File: config.mk
export PLATFORM = sky130hd
export DESIGN_NAME = tof_readout_scheduler
export DESIGN_NICKNAME = d
export VERILOG_FILES = /design/src/rtl/tof_sched_pkg.sv /design/src/rtl/sync_frame_fifo.sv /design/src/rtl/tof_readout_scheduler.sv
export SDC_FILE = /design/constraint.sdc
export NUM_CORES = 1
export LEC_CHECK = 0
export BUFFER_PORTS_ARGS = -buffer_cell sky130_fd_sc_hd__buf_4
export CAP_MARGIN = 20
export CORE_AREA = 2 2 126 128
export DETAILED_ROUTE_END_ITERATION = 10
export DIE_AREA = 0 0 128 130
export SYNTH_ARGS = -nofsm -noshare
export SYNTH_HDL_FRONTEND = slang
export SYNTH_SLANG_ARGS = --single-unit
File: constraint.sdc
create_clock -name clk -period 6.7 [get_ports clk]
set_clock_uncertainty 0.2 [all_clocks]
set_input_delay 1.34 -clock clk [delete_from_list [all_inputs] [get_ports clk]]
set_output_delay 1.34 -clock clk [all_outputs]
set_load 0.1 [all_outputs]
File: src/rtl/tof_sched_pkg.sv
`default_nettype none
// ============================================================================
// Module   : tof_sched_pkg
// Brief    : Shared types and the round-robin pick for the ToF readout scheduler
// Revision : 1.0 - initial release
// ============================================================================
package tof_sched_pkg;

    localparam int N_SENSORS = 8;

    typedef struct packed {
        logic [2:0]  sensor_no;
        logic [5:0]  sensor_index;
        logic [15:0] distance;
    } tof_frame_t;

    typedef enum logic [1:0] {
        IDLE    = 2'd0,
        SELECT  = 2'd1,
        CAPTURE = 2'd2
    } sched_state_t;

    // First requesting channel found scanning ptr, ptr+1, ... with 3-bit wrap.
    function automatic logic [2:0] rr_pick(input logic [N_SENSORS-1:0] req,
                                           input logic [2:0]           ptr);
        logic [2:0] grant;
        logic [2:0] idx;
        logic       found;
        grant = ptr;
        found = 1'b0;
        for (int i = 0; i < N_SENSORS; i++) begin
            idx = ptr + 3'(i);
            if (!found && req[idx]) begin
                grant = idx;
                found = 1'b1;
            end
        end
        return grant;
    endfunction

endpackage
`default_nettype wire

File: src/rtl/sync_frame_fifo.sv
`default_nettype none
// ============================================================================
// Module   : sync_frame_fifo
// Brief    : Single-clock show-ahead FIFO; head reads as zero while empty
// Revision : 1.0 - initial release
// ============================================================================
module sync_frame_fifo #(
    parameter int DEPTH = 4,
    parameter int WIDTH = 25
) (
    input  logic             clk,
    input  logic             rst_n,
    input  logic             push_i,
    input  logic             pop_i,
    input  logic [WIDTH-1:0] wdata_i,
    output logic [WIDTH-1:0] rdata_o,
    output logic             full_o,
    output logic             empty_o
);
    localparam int AW = (DEPTH > 1) ? $clog2(DEPTH) : 1;

    logic [WIDTH-1:0] mem_q [DEPTH];
    logic [AW-1:0]    wr_ptr_q;
    logic [AW-1:0]    rd_ptr_q;
    logic [AW:0]      count_q;
    logic             do_push;
    logic             do_pop;

    assign full_o  = (count_q == (AW+1)'(DEPTH));
    assign empty_o = (count_q == '0);
    assign do_pop  = pop_i & ~empty_o;
    assign do_push = push_i & (~full_o | do_pop);
    assign rdata_o = empty_o ? '0 : mem_q[rd_ptr_q];

    always_ff @(posedge clk) begin
        if (do_push) begin
            mem_q[wr_ptr_q] <= wdata_i;
        end
    end

    // DEPTH is a power of two, so the pointers wrap on their own.
    always_ff @(posedge clk or negedge rst_n) begin
        if (!rst_n) begin
            wr_ptr_q <= '0;
            rd_ptr_q <= '0;
            count_q  <= '0;
        end else begin
            if (do_push) wr_ptr_q <= wr_ptr_q + AW'(1);
            if (do_pop)  rd_ptr_q <= rd_ptr_q + AW'(1);
            case ({do_push, do_pop})
                2'b10:   count_q <= count_q + (AW+1)'(1);
                2'b01:   count_q <= count_q - (AW+1)'(1);
                default: count_q <= count_q;
            endcase
        end
    end

endmodule
`default_nettype wire

File: src/rtl/tof_readout_scheduler.sv
`default_nettype none
// ============================================================================
// Module   : tof_readout_scheduler
// Brief    : Round-robin drain of 8 ToF result channels into a tagged frame stream
// Revision : 1.0 - initial release
// ============================================================================
module tof_readout_scheduler
    import tof_sched_pkg::*;
#(
    parameter int FIFO_DEPTH = 4
) (
    input  logic                 clk,
    input  logic                 reset,
    input  logic [N_SENSORS-1:0] ready_in,
    input  logic [21:0]          data_in,
    output logic [2:0]           tof_index,
    input  logic [N_SENSORS-1:0] enable_mask,
    output logic [24:0]          out_data,
    output logic                 out_valid,
    input  logic                 out_ready,
    output logic [7:0]           overrun_cnt,
    output logic                 busy
);
    sched_state_t         state_q, state_d;
    logic [N_SENSORS-1:0] ready_q;
    logic [N_SENSORS-1:0] pending_q, pending_d;
    logic [2:0]           rr_ptr_q, rr_ptr_d;
    logic [2:0]           tof_index_q, tof_index_d;
    logic [7:0]           overrun_q, overrun_d;

    logic [N_SENSORS-1:0] rise;
    logic [N_SENSORS-1:0] clr;
    logic [N_SENSORS-1:0] ovr_bits;
    logic [N_SENSORS-1:0] eligible;
    logic [8:0]           ovr_sum;
    logic                 push;
    logic                 fifo_full;
    logic                 fifo_empty;
    tof_frame_t           push_frame;
    tof_frame_t           head_frame;

    // A fresh rise always re-arms pending, even on the bit being cleared.
    always_comb begin
        rise      = ready_in & ~ready_q & enable_mask;
        clr       = (state_q == CAPTURE) ? (N_SENSORS'(1) << tof_index_q) : '0;
        pending_d = (pending_q & ~clr) | rise;
        ovr_bits  = rise & pending_q & ~clr;
        ovr_sum   = {1'b0, overrun_q} + 9'($countones(ovr_bits));
        overrun_d = ovr_sum[8] ? 8'hFF : ovr_sum[7:0];
    end

    always_comb begin
        state_d     = state_q;
        tof_index_d = tof_index_q;
        rr_ptr_d    = rr_ptr_q;
        push        = 1'b0;
        eligible    = pending_q & enable_mask;
        case (state_q)
            IDLE: begin
                if ((eligible != '0) && !fifo_full) begin
                    tof_index_d = rr_pick(eligible, rr_ptr_q);
                    state_d     = SELECT;
                end
            end
            SELECT:  state_d = CAPTURE;
            CAPTURE: begin
                push     = 1'b1;
                rr_ptr_d = tof_index_q + 3'd1;
                state_d  = IDLE;
            end
            default: state_d = IDLE;
        endcase
    end

    always_ff @(posedge clk or negedge reset) begin
        if (!reset) begin
            state_q     <= IDLE;
            ready_q     <= '0;
            pending_q   <= '0;
            rr_ptr_q    <= '0;
            tof_index_q <= '0;
            overrun_q   <= '0;
        end else begin
            state_q     <= state_d;
            ready_q     <= ready_in;
            pending_q   <= pending_d;
            rr_ptr_q    <= rr_ptr_d;
            tof_index_q <= tof_index_d;
            overrun_q   <= overrun_d;
        end
    end

    always_comb begin
        push_frame              = '0;
        push_frame.sensor_no    = tof_index_q;
        push_frame.sensor_index = data_in[21:16];
        push_frame.distance     = data_in[15:0];
    end

    sync_frame_fifo #(
        .DEPTH (FIFO_DEPTH),
        .WIDTH ($bits(tof_frame_t))
    ) u_fifo (
        .clk     (clk),
        .rst_n   (reset),
        .push_i  (push),
        .pop_i   (out_ready),
        .wdata_i (push_frame),
        .rdata_o (head_frame),
        .full_o  (fifo_full),
        .empty_o (fifo_empty)
    );

    assign tof_index   = tof_index_q;
    assign out_data    = head_frame;
    assign out_valid   = ~fifo_empty;
    assign overrun_cnt = overrun_q;
    assign busy        = (state_q != IDLE);

endmodule
`default_nettype wire

==> results by group, run 1 <==
Clock network
  – CTS max path bufs: 2
  – Clock slew at reported path FFs: 0.06 ns
  – Number of gates resized after CTS: 0
  – CTS root buffer: clkbuf_16
  – Htree depth: 4
  – Setup repair bufs after CTS: 0
  – Worst skew pair latency: 0.42 ns
  – Hold buffer count at cts: 0
  – Clock Sinks: 139
  – CTS tree: done
  – TritonCTS Buffers: 17

Synth
  – Mapped Avg Cell Area: about 14 µm²
  – FFs w/ async S/R, synth: 28.1%
  – Multiplexer area fraction after synthesis: about an eighth
  – Mapped Area: 6780 µm²
  – Synth Flop Type: edfxtp_1
  – XOR/XNOR Fraction of Synth Area: under 10%
  – Register area share after synthesis: 58.7%
  – Post-synthesis simple-gate area fraction: 12.9%
  – Gate count after technology mapping: 477
  – Synth Area in Adders: 5.09%
  – Mapped Nets: 542
  – Cell variety after synth: 61
  – Synth warn: 0
  – Post-synth EDFFs: 100
  – Largest family of logic cells by synthesized area: simple AND/OR/NAND/NOR gates
  – Yosys reg bits: 139
  – Synth Area in Compound Gates: 7.47%

STA
  – Setup tns final: 0 ns
  – Slew Limit Headroom: 33.9%
  – Maximum clock frequency: about 190 MHz
  – Setup violators final: 0
  – Fin. max-slew vios: 0
  – Fin. Hold Viols: 0
  – RSZ-0062 raised after global routing: false
  – Final period util: 78.6%
  – Worst slew pin tran: 0.991 ns
  – Tmin final: 5.27 ns

Die
  – Die span in x: 128 µm
  – Core Region: 15400 µm²
  – Initial Utilization: between 40% and 50%
  – Die height: around 130 µm
  – Row count: 46
  – IO Count: 79
  – Die Area: 16600 µm²

Route
  – Average wire per standard cell: 18.2 µm
  – Vias: 4272
  – Starting DRT DRC Count: 324
  – Vias/cell: 5.58
  – Post-route ant nets: 0
  – WL final: 14000 µm
  – DRC errors left: 0
  – DR pass1 iterations: 5

Final layout
  – Layout cells sized above 1: 27.5%
  – Layout area overhead: 19.6%
  – Final #Nets: 626
  – Filler instances: approximately 1300
  – Diode count: 0

Critical path
  – Crit-path max cell delay: around 0.50 ns
  – Crit Path Category: in -> reg
  – Crit. End Element: register
  – Cell repeated most along the worst path: fa_1
  – Critical Path Start Type: primary input
  – Critical-path cell list: buf_4 -> nand2_1 -> a2111oi_0 -> fa_1 -> inv_1 -> fa_1 -> inv_1 -> fa_1 -> fa_1 -> fa_1 -> a21o_1 -> a21oi_1 -> nand4bb_1 -> o21ai_0
  – Crit-path max FO: 6
  – CP required: 6.78 ns
  – Slowest CP cell: a2111oi_0
  – Worst path arrival time: 5.35 ns
  – Worst r2r path cells: 15

Global routing
  – Initial antenna violation count: 0
  – Pin count of the biggest net entering global routing: 40
  – Vias in the first global route: 4334
  – First-pass GRT wire length: 22500 µm
  – Total GRT Usage: 17.9%
  – Gr ovfl total: 0

Run
  – Max-cap viol count: 0

Hold path
  – Worst Hold Class: reg -> reg
  – Hold path depth: 1

Run status
  – Status: finished, final reports clean

Place
  – Number of port buffers: 78
  – Dpl hpwl: 9490 µm
  – GP Congestion: approximately 0.90
[cells in the mapped netlist, drive strengths merged (3+ instances only)]
library cell	instances	share of area [%]
o21ai	19	1.4
o211ai	4	0.44
nor4	3	0.37
mux2	3	0.50
or3	3	0.28
xnor2	8	1.1
ha	18	3.3
nand4	9	0.83
nand2b	5	0.46
and3	3	0.28
a22o	4	0.52
a32o	6	0.89
a21o	4	0.44
nand4bb	4	0.66
nor2b	8	0.74
nand4b	8	1.0
nand2	34	1.9
and2	30	2.8
dfrtp	39	14
o31ai	3	0.33
o21a	4	0.44
buf	9	0.83
nor4bb	5	0.74
nor3	6	0.44
clkbuf	10	0.55
mux4	33	11
inv	22	1.2
a21oi	10	0.74
nor2	18	1.0
fa	6	1.8
nand3	12	0.96
a31o	3	0.39
edfxtp	100	44
[kinds of logic (layout without fill, tap and decap cells)]
kind of cell	count (synthesis)	count (layout)
AOI/OAI and AO/OA	72	72
xor gates and xnor gates	10	10
adders and majority gates	24	24
buffers and inverters	42	139
DFF	139	139
muxes	38	38
and+or+nand+nor	152	152
[flip-flops by register name (all words and copies together), names as in the netlist]
register	count
overrun_cnt	8
u_fifo.wr_ptr_q	2
u_fifo.rd_ptr_q	2
pending_q	8
ready_q	8
state_q	2
rr_ptr_q	3
tof_index	3
u_fifo.mem_q	100
u_fifo.count_q	3
[worst paths after layout]
| kind | start | endpoint | slack (ns) |
|---|---|---|---|
| setup reg to reg | state_q[0] | overrun_cnt[3] | 1.53 |
| min in group asynchronous | reset | pending_q[6] | 0.69 |
| hold / removal | state_q[1] | state_q[1] | 0.28 |
| hold reg to reg | state_q[1] | state_q[1] | 0.28 |
| setup / recovery | enable_mask[2] | overrun_cnt[3] | 1.43 |
| max in group asynchronous | reset | u_fifo.rd_ptr_q[0] | 5.21 |
[cell type report]
class / count / area, µm² / share of cell area, %
timing repair buffer: 84 / 631 / 7.78
inverter: 23 / 86.3 / 1.06
clock inverter: 14 / 120 / 1.48
tap: 192 / 240 / 2.96
multi-input combinational: 296 / 2620 / 32.3
sequential: 139 / 3980 / 49.1
clock buffer: 18 / 429 / 5.29
[per-stage QoR]
step / std cells / util, % / setup WS (ns) / instance area [µm²] / hold WS, ns
floorplan: 477 / - / 1.42 / 6780 / 0.240
global placement: 734 / 49.0 / 1.12 / 7560 / 0.256
detailed placement: 734 / 49.0 / 1.02 / 7560 / 0.275
CTS: 766 / 52.6 / 1.43 / 8110 / 0.284
global route: 766 / 52.6 / 1.18 / 8110 / 0.291
finish: 766 / 52.6 / 1.43 / 8110 / 0.277
[layout by cell type (no fill, tap or decap), types with 7 or more instances in the layout]
| master | n |
|---|---|
| nor2_1 | 18 |
| clkbuf_16 | 17 |
| and2_1 | 30 |
| a21oi_1 | 10 |
| nand3_1 | 11 |
| mux4_2 | 33 |
| buf_4 | 84 |
| xnor2_1 | 7 |
| edfxtp_1 | 100 |
| nand4_1 | 9 |
| ha_1 | 18 |
| nand4b_1 | 8 |
| dfrtp_1 | 38 |
| inv_1 | 21 |
| nor2b_1 | 8 |
| nand2_1 | 34 |
| o21ai_0 | 14 |
[layer usage]
metal	vias to the layer above	track usage, %	wire length [µm]
li1	2003	-	-
met1	2122	23.8	6300
met2	134	29.5	6820
met3	13	4.80	715
met4	0	4.91	131
met5	-	0	0
[worst max-delay path, delay by kind of cell]
kind | cells | cell delay [ns]
adders and majority gates | 5 | 2.20
AOI/OAI and AO/OA | 4 | 1.14
and+or+nand+nor | 2 | 0.38
buffers and inverters | 3 | 0.29
Power of run 1 is not shown: default switching activity piles up to over one toggle a cycle in this logic, so the estimate is an artifact.
==> inputs of run 2 (changes only) <==
Settings changed: PLACE_DENSITY set to 0.66.
Clock period 6.7 ns to 4.3 ns, I/O delays scaled along.
==> run 2 against run 1 <==
Worst setup slack got worse by 1.3 ns. Via count increased by 4.8%. Hold slack got worse by 0.058 ns. First-iteration DRC count increased by 30%. Die area unchanged. Critical path type is now reg -> reg.
==> results by group, run 2 (same netlist as run 1, synthesis figures left out) <==
Place
  – GP Congestion: 0.876 (-2.2%)
  – Dpl hpwl: 10100 µm (+6.7%)
  – Number of port buffers: 78 (unchanged)

Clock network
  – CTS root buffer: clkbuf_16
  – CTS tree: done
  – Clock Sinks: 139 (unchanged)
  – CTS max path bufs: 2 (unchanged)
  – Worst skew pair latency: 0.41 ns (about the same)
  – Hold buffer count at cts: 0 (unchanged)
  – Htree depth: 4 (unchanged)
  – TritonCTS Buffers: 17 (unchanged)
  – Clock slew at reported path FFs: 0.06 ns (about the same)

Die
  – Core Region: 15400 µm² (unchanged)
  – Die span in x: 128 µm (unchanged)
  – Die height: 130 µm (unchanged)
  – Row count: 46 (unchanged)
  – Initial Utilization: 44.0% (unchanged)
  – Die Area: 16600 µm² (unchanged)
  – IO Count: 79 (unchanged)

STA
  – Fin. max-slew vios: 0 (unchanged)
  – Setup violators final: 0 (unchanged)
  – Worst slew pin tran: 0.994 ns (+0.00268 ns)
  – Slew Limit Headroom: 33.7% (-0.18 points)
  – Final period util: ~100%
  – Maximum clock frequency: about 240 MHz
  – Tmin final: 4.22 ns
  – RSZ-0062 raised after global routing: true
  – Fin. Hold Viols: 0 (unchanged)

Final layout
  – Layout area overhead: 24.3%
  – Most frequent cells in the layout: buf_4 (108), edfxtp_1 (100), dfrtp_1 (35), mux4_2 (33), nand2_1 (32)
  – Diode count: 0 (unchanged)
  – Layout cells sized above 1: 33.0% (+5.5 points)
  – Utilization after layout: 54.6% (+2.1 points)
  – Most flop-heavy register: u_fifo.mem_q
  – Most common cell after layout, fill and taps aside: buf_4
  – Final #Nets: 650 (+3.8%)
  – Max reg flops: 100 (unchanged)

Route
  – Vias/cell: 5.68 (+1.8%)
  – Average wire per standard cell: 18.8 µm (+3.2%)
  – Vias: 4478 (+4.8%)
  – DR pass1 iterations: 5 (unchanged)
  – Post-route ant nets: 0 (unchanged)
  – WL final: 14800 µm (+6.3%)
  – DRC errors left: 0 (unchanged)
  – Starting DRT DRC Count: 420 (+30%)

Critical path
  – Slowest CP cell: fa_1
  – Crit-path max FO: 4 (-2)
  – Crit Path Category: reg -> reg
  – Cell repeated most along the worst path: fa_1
  – Worst path arrival time: 4.31 ns (-1.04 ns)
  – Crit. End Element: register
  – Crit-path max cell delay: 0.50 ns (about the same)
  – Critical Path Start Type: register
  – CP required: 4.40 ns (-2.38 ns)
  – Critical-path cell list: nand2b_4 -> nor2_4 -> nand2_2 -> nor4bb_4 -> fa_1 -> inv_2 -> fa_1 -> inv_1 -> fa_1 -> fa_2 -> fa_2 -> a21o_1 -> a21oi_4 -> nand2_1 -> mux2_4

Global routing
  – Vias in the first global route: 4514 (+4.2%)
  – Total GRT Usage: 18.6% (+0.64 points)
  – First-pass GRT wire length: 23300 µm (+3.4%)
  – Initial antenna violation count: 0 (unchanged)
  – Gr ovfl total: 0 (unchanged)
  – Pin count of the biggest net entering global routing: 40 (unchanged)

Run status
  – Status: finished, final reports clean

Run
  – Max-cap viol count: 0 (unchanged)

Hold path
  – Worst Hold Class: in -> async
==> run 2: layout make-up <==
class | instances | area [µm²]
flip-flops and latches | 139 | 3990
well taps | 192 | 240
repair buffers | 108 | 811
clock buffers | 17 | 425
inverters | 23 | 91.3
fillers | 1276 | 7000
clock inverters | 14 | 130
multi-input cells | 296 | 2740
==> run 2: path summary, 6_finish.rpt <==
check,startpoint,end,slack (ns),cells after the start
worst max-delay path,state_q[0],overrun_cnt[7],0.08,15
worst min-delay path,reset,ready_q[6],0.22,1
worst max register to register,state_q[0],overrun_cnt[7],0.08,15
worst min register to register,state_q[1],state_q[1],0.33,1
max in group asynchronous,reset,tof_index[1],3.28,1
min in group clk,state_q[1],state_q[1],0.33,1
==> run 2: layer usage <==
metal | track usage (%) | vias to the layer above | wire length (µm)
met1 | 23.8 | 2240 | 6420
met5 | 0 | - | 0
met2 | 30.8 | 165 | 7370
li1 | - | 2055 | -
met4 | 6.72 | 0 | 244
met3 | 4.92 | 18 | 807
==> run 2: stage by stage <==
| step | area, µm² | TNS [ns] | hold WS [ns] | cells | worst slack, ns |
|---|---|---|---|---|---|
| 6_report | 8430 | 0 | 0.218 | 789 | 0.0831 |
| 5_1_grt | 8430 | -0.259 | 0.231 | 789 | -0.0832 |
| 4_1_cts | 8410 | 0 | 0.228 | 788 | 0.0143 |
| 3_5_place_dp | 7840 | -1.66 | 0.265 | 756 | -0.253 |
| 3_3_place_gp | 7840 | -1.18 | 0.262 | 756 | -0.197 |
| 2_1_floorplan | 6900 | -0.128 | 0.240 | 477 | -0.0749 |
==> run 2: timing repair <==
action	4_1_cts	5_1_grt
gates resized for setup	1	2
setup buffers	1	1
endpoints found under the setup margin	2	8
pin swaps	3	5
==> run 2: critical path: cells and delay by family, from the launching register on <==
family                     cells  cell delay, ns
buffers and inverters          2            0.09
AOI/OAI and AO/OA              2            0.35
and+or+nand+nor                5            0.64
adders and majority gates      5            2.18
DFF                            1            0.38
muxes                          1            0.27
Power of run 2 is left out for the same reason.
